--- src/rtl/stream_demux_1_to_n.sv ---
// Registered 1-to-N packet demultiplexer: the first beat's select locks a channel
// until the last beat; out-of-range selects discard the whole packet and pulse err_sel.

module stream_demux_chan #(
  parameter int WIDTH = 8
) (
  input  logic             clk,
  input  logic             rst,
  input  logic             fill_i,
  input  logic [WIDTH-1:0] data_i,
  input  logic             last_i,
  input  logic             ready_i,
  output logic             valid_o,
  output logic [WIDTH-1:0] data_o,
  output logic             last_o
);
  logic             vld_q, vld_d;
  logic [WIDTH-1:0] data_q, data_d;
  logic             last_q, last_d;

  // Fill is only issued when the slot is empty or draining, so a fill always wins.
  always_comb begin
    vld_d  = vld_q & ~ready_i;
    data_d = data_q;
    last_d = last_q;
    if (fill_i) begin
      vld_d  = 1'b1;
      data_d = data_i;
      last_d = last_i;
    end
  end

  always_ff @(posedge clk or posedge rst) begin
    if (rst) begin
      vld_q  <= 1'b0;
      data_q <= '0;
      last_q <= 1'b0;
    end else begin
      vld_q  <= vld_d;
      data_q <= data_d;
      last_q <= last_d;
    end
  end

  assign valid_o = vld_q;
  assign data_o  = data_q;
  assign last_o  = last_q;
endmodule

module stream_demux_1_to_n #(
  parameter int WIDTH = 8,
  parameter int N     = 4,
  parameter int SEL_W = 2
) (
  input  logic               clk,
  input  logic               rst,
  input  logic [WIDTH-1:0]   in_data,
  input  logic [SEL_W-1:0]   in_sel,
  input  logic               in_last,
  input  logic               in_valid,
  output logic               in_ready,
  output logic [N*WIDTH-1:0] out_data,
  output logic [N-1:0]       out_last,
  output logic [N-1:0]       out_valid,
  input  logic [N-1:0]       out_ready,
  output logic               busy,
  output logic               err_sel
);
  typedef enum logic [1:0] {IDLE, ROUTE, DROP} state_e;

  localparam logic [SEL_W:0] N_EXT = (SEL_W+1)'(N);

  state_e           state_q, state_d;
  logic [SEL_W-1:0] lock_q, lock_d;
  logic             busy_q, busy_d;
  logic             err_q, err_d;

  logic             sel_ok, tgt_ok, rdy_tgt, in_fire;
  logic [SEL_W-1:0] target;
  logic [N-1:0]     fill;

  assign sel_ok = ({1'b0, in_sel} < N_EXT);

  // Ready looks only at the target channel so a stalled sink never gates others.
  always_comb begin
    target  = (state_q == ROUTE) ? lock_q : in_sel;
    tgt_ok  = (state_q == ROUTE) || ((state_q == IDLE) && sel_ok);
    rdy_tgt = 1'b0;
    for (int k = 0; k < N; k++)
      if (target == SEL_W'(k)) rdy_tgt = ~out_valid[k] | out_ready[k];
    in_ready = tgt_ok ? rdy_tgt : 1'b1;
  end

  assign in_fire = in_valid & in_ready;

  always_comb begin
    fill = '0;
    for (int k = 0; k < N; k++)
      fill[k] = in_fire & tgt_ok & (target == SEL_W'(k));
  end

  always_comb begin
    state_d = state_q;
    lock_d  = lock_q;
    err_d   = 1'b0;
    case (state_q)
      IDLE: begin
        if (in_fire) begin
          if (sel_ok) begin
            if (!in_last) begin
              state_d = ROUTE;
              lock_d  = in_sel;
            end
          end else begin
            err_d = 1'b1;
            if (!in_last) state_d = DROP;
          end
        end
      end
      ROUTE, DROP: begin
        if (in_fire && in_last) state_d = IDLE;
      end
      default: state_d = IDLE;
    endcase
    busy_d = (state_d != IDLE);
  end

  always_ff @(posedge clk or posedge rst) begin
    if (rst) begin
      state_q <= IDLE;
      lock_q  <= '0;
      busy_q  <= 1'b0;
      err_q   <= 1'b0;
    end else begin
      state_q <= state_d;
      lock_q  <= lock_d;
      busy_q  <= busy_d;
      err_q   <= err_d;
    end
  end

  assign busy    = busy_q;
  assign err_sel = err_q;

  for (genvar k = 0; k < N; k++) begin : g_ch
    stream_demux_chan #(.WIDTH(WIDTH)) u_ch (
      .clk     (clk),
      .rst     (rst),
      .fill_i  (fill[k]),
      .data_i  (in_data),
      .last_i  (in_last),
      .ready_i (out_ready[k]),
      .valid_o (out_valid[k]),
      .data_o  (out_data[k*WIDTH +: WIDTH]),
      .last_o  (out_last[k])
    );
  end
endmodule

--- config.mk ---
export PLATFORM = sky130hd
export DESIGN_NAME = stream_demux_1_to_n
export DESIGN_NICKNAME = d
export VERILOG_FILES = /design/src/rtl/stream_demux_1_to_n.sv
export SDC_FILE = /design/constraint.sdc
export NUM_CORES = 1
export LEC_CHECK = 0
export CAP_MARGIN = 20
export CELL_PAD_IN_SITES_DETAIL_PLACEMENT = 0
export CELL_PAD_IN_SITES_GLOBAL_PLACEMENT = 1
export CORE_UTILIZATION = 33
export CTS_CLUSTER_DIAMETER = 30
export DETAILED_ROUTE_END_ITERATION = 10
export PLACE_DENSITY_LB_ADDON = 0.1
export SKIP_LAST_GASP = 1
export SYNTH_ARGS = -nofsm -noshare
export SYNTH_HDL_FRONTEND = slang
export SYNTH_SLANG_ARGS = --single-unit
--- constraint.sdc ---
create_clock -name clk -period 2.6 [get_ports clk]
set_input_delay 0.52 -clock clk [delete_from_list [all_inputs] [get_ports clk]]
set_output_delay 0.52 -clock clk [all_outputs]
set_load 0.05 [all_outputs]
==> run_results.csv <==
group,metric,value,unit
cts,cts.sinks,45,
layout,multi_input_area,856,µm²
place,gp_congestion,0.703,
global_route,grt_max_degree,25,
synthesis,yosys_warnings,0,
routing,drtIter0Drc,36,
synthesis,ys_types,35,
synthesis,ys_seq_elements,45,
timing,worstMarginPinSlew,0.521,ns
routing,ant_nets,0,
worst_setup_path,endpoint_kind,"output pin",
global_route,grt_overflow,0,
timing,grt_setup_unrepaired,"yes",
layout,nets,231,
timing,finalHoldViolations,0,
cts,cts_hold_buf,0,
timing,finalCritPeriodShare,98.8,%
routing,firstDrtPassIters,4,
cts,cts_buffer_depth,2,
place,io_buffers,59,
timing,fmax,0.389,GHz
cts,cts_htree_levels,2,
timing,fin_hold_ws,0.504,ns
floorplanning,initial_core_util,34.2,%
layout,post-route-util,49.0,%
routing,drt-total-wl,4530,µm
global_route,grt_antenna_before_repair,0,
layout,final_common_cell,"clkdlybuf4s50_1",
cts,path_clk_slew,0.08,ns
worst_setup_path,cp_max_fo,5,
routing,drc,0,
outcome,status,"finished, final reports clean",
cts,clock-root-buffer,"clkbuf_8",
floorplanning,num_rows,28,
worst_setup_path,worstPathArrival,2.05,ns
synthesis,synth_fp_nets,166,
layout,diodes,0,
cts,numCtsBuffers,5,
cts,clk_latency,0.30,ns
layout,final_cell_mix,"clkdlybuf4s50_1, dfrtp_1, mux2_2",
synthesis,syn_area_per_cell,13.9,µm²
worst_setup_path,worstSetupPathType,"primary input to output pin",
layout,areaGrowthSynthToFinish,43.5,%
hold_path,worstHoldPathType,"register to register",
routing,via_count,1337,
floorplanning,die-area,6440,µm²
synthesis,synth_cells,145,
floorplanning,die_h,80.3,µm
global_route,grt_pass1_vias,1518,
timing,skew,0.00563,ns
flow_run,cap_violations,0,
place,place_inst,276,
timing,maxSlewViolCount,0,
worst_setup_path,cp-start-kind,"primary input",
worst_setup_path,crit_required,2.08,ns
global_route,grt_usage,15.8,%
layout,n_fill_cell,558,
global_route,grt_pass1_wl,7490,µm
place,hpwl,3280,µm
routing,vias_per_cell,4.69,
floorplanning,pin_count,61,
floorplanning,core_area,5920,µm²
synthesis,yosysSeqAreaShare,55.7,%
timing,post-route-min-period,2.57,ns
layout,post_layout_nonfiller_instances,285,
layout,layout-drive-gt1-share,35.2,%
layout,seq_area,1130,µm²
floorplanning,die_w,80.3,µm
timing,slew_headroom,65.2,%
timing,setup_viol,0,
routing,wl_per_cell,15.9,µm
synthesis,syn_area,2020,µm²
cts,cts_tree,"done",
## layout make-up
type / count / share of cell area (%)
Clock buffer: 5 / 2.37
Timing Repair Buffer: 70 / 24.8
Tap cell: 75 / 3.23
Multi-Input combinational cell: 83 / 29.5
Sequential cell: 45 / 38.9
Inverter: 5 / 0.647
Clock inverter: 2 / 0.561
## logic make-up (layout without fill, tap and decap cells)
family	count (synthesis)	in the layout	synth area share (%)
flip-flops	45	45	55.7
multiplexers	41	41	23.3
AND/OR/NAND/NOR	20	20	7.18
AO/OA/AOI/OAI	18	18	6.81
buffers and inverters	17	82	4.95
adder cells (fa/ha/maj)	3	3	1.86
other	1	1	0.185
## layer usage
| layer | vias up | global-route usage [%] | wire length (µm) |
|---|---|---|---|
| met4 | 0 | 5.54 | 48 |
| met3 | 5 | 5.00 | 196 |
| met5 | - | 0 | 0 |
| li1 | 628 | - | - |
| met1 | 677 | 18.1 | 1890 |
| met2 | 27 | 27.5 | 2390 |
## path summary, 6_finish.rpt
check / start / to / slack [ns] / cells after the start
max in group asynchronous: rst / g_ch[1].u_ch.data_o[3] / 1.53 / 3
hold / removal: g_ch[0].u_ch.last_o / g_ch[0].u_ch.last_o / 0.50 / 1
setup / recovery: in_sel[0] / in_ready / 0.03 / 6
setup reg to reg: state_q[0] / g_ch[0].u_ch.data_o[7] / 0.10 / 8
hold reg to reg: g_ch[0].u_ch.last_o / g_ch[0].u_ch.last_o / 0.50 / 1
min in group asynchronous: rst / g_ch[3].u_ch.data_o[0] / 0.57 / 2
## metrics by stage
| step | TNS [ns] | setup WS [ns] | instance area [µm²] |
|---|---|---|---|
| global placement | -3.07 | -0.176 | 2790 |
| global route | -0.0179 | -0.0179 | 2900 |
| finish | 0 | 0.0317 | 2900 |
| CTS | 0 | 0.00321 | 2880 |
| detailed placement | -4.88 | -0.252 | 2790 |
| floorplan | -0.837 | -0.0561 | 2080 |
## worst max-delay path, cell delays in order
cell,delay [ns]
clkdlybuf4s50_1,0.54
mux2i_4,0.24
mux2i_2,0.29
o221ai_4,0.14
buf_4,0.18
buf_12,0.14
## cell usage after synthesis, drive strengths merged
cell type | number | share of area [%]
ha | 3 | 1.9
and2 | 1 | 0.31
nor2b | 1 | 0.31
o21ai | 5 | 1.2
a31o | 1 | 0.43
nor3b | 2 | 0.74
a21oi | 1 | 0.25
mux2 | 39 | 22
nand3 | 1 | 0.25
o31ai | 1 | 0.37
a211o | 1 | 0.43
nand2b | 3 | 0.93
or2 | 2 | 0.62
o221ai | 2 | 1.2
nand3b | 1 | 0.37
buf | 11 | 3.8
o21bai | 1 | 0.37
mux2i | 2 | 1.6
nor2 | 5 | 2.5
or3b | 1 | 0.56
a211oi | 2 | 0.99
a21bo | 1 | 0.50
dfrtp | 45 | 56
nand2 | 3 | 0.56
o2bb2ai | 1 | 0.43
a31oi | 2 | 0.62
clkbuf | 1 | 0.19
inv | 5 | 0.93
conb | 1 | 0.19
## registers in the layout (all words and copies together), names as in the netlist
| signal | count |
|---|---|
| g_ch.u_ch.data_o | 32 |
| g_ch.u_ch.last_o | 4 |
| g_ch.u_ch.valid_o | 4 |
| lock_q | 2 |
| state_q | 2 |
| busy | 1 |
## what timing repair did
action                                  CTS  global route
endpoints found under the setup margin    0            16
buffers inserted                          0             2
gates resized for setup                   0             2
Power is not shown: default switching activity piles up to over one toggle a cycle in this logic, so the estimate is an artifact.
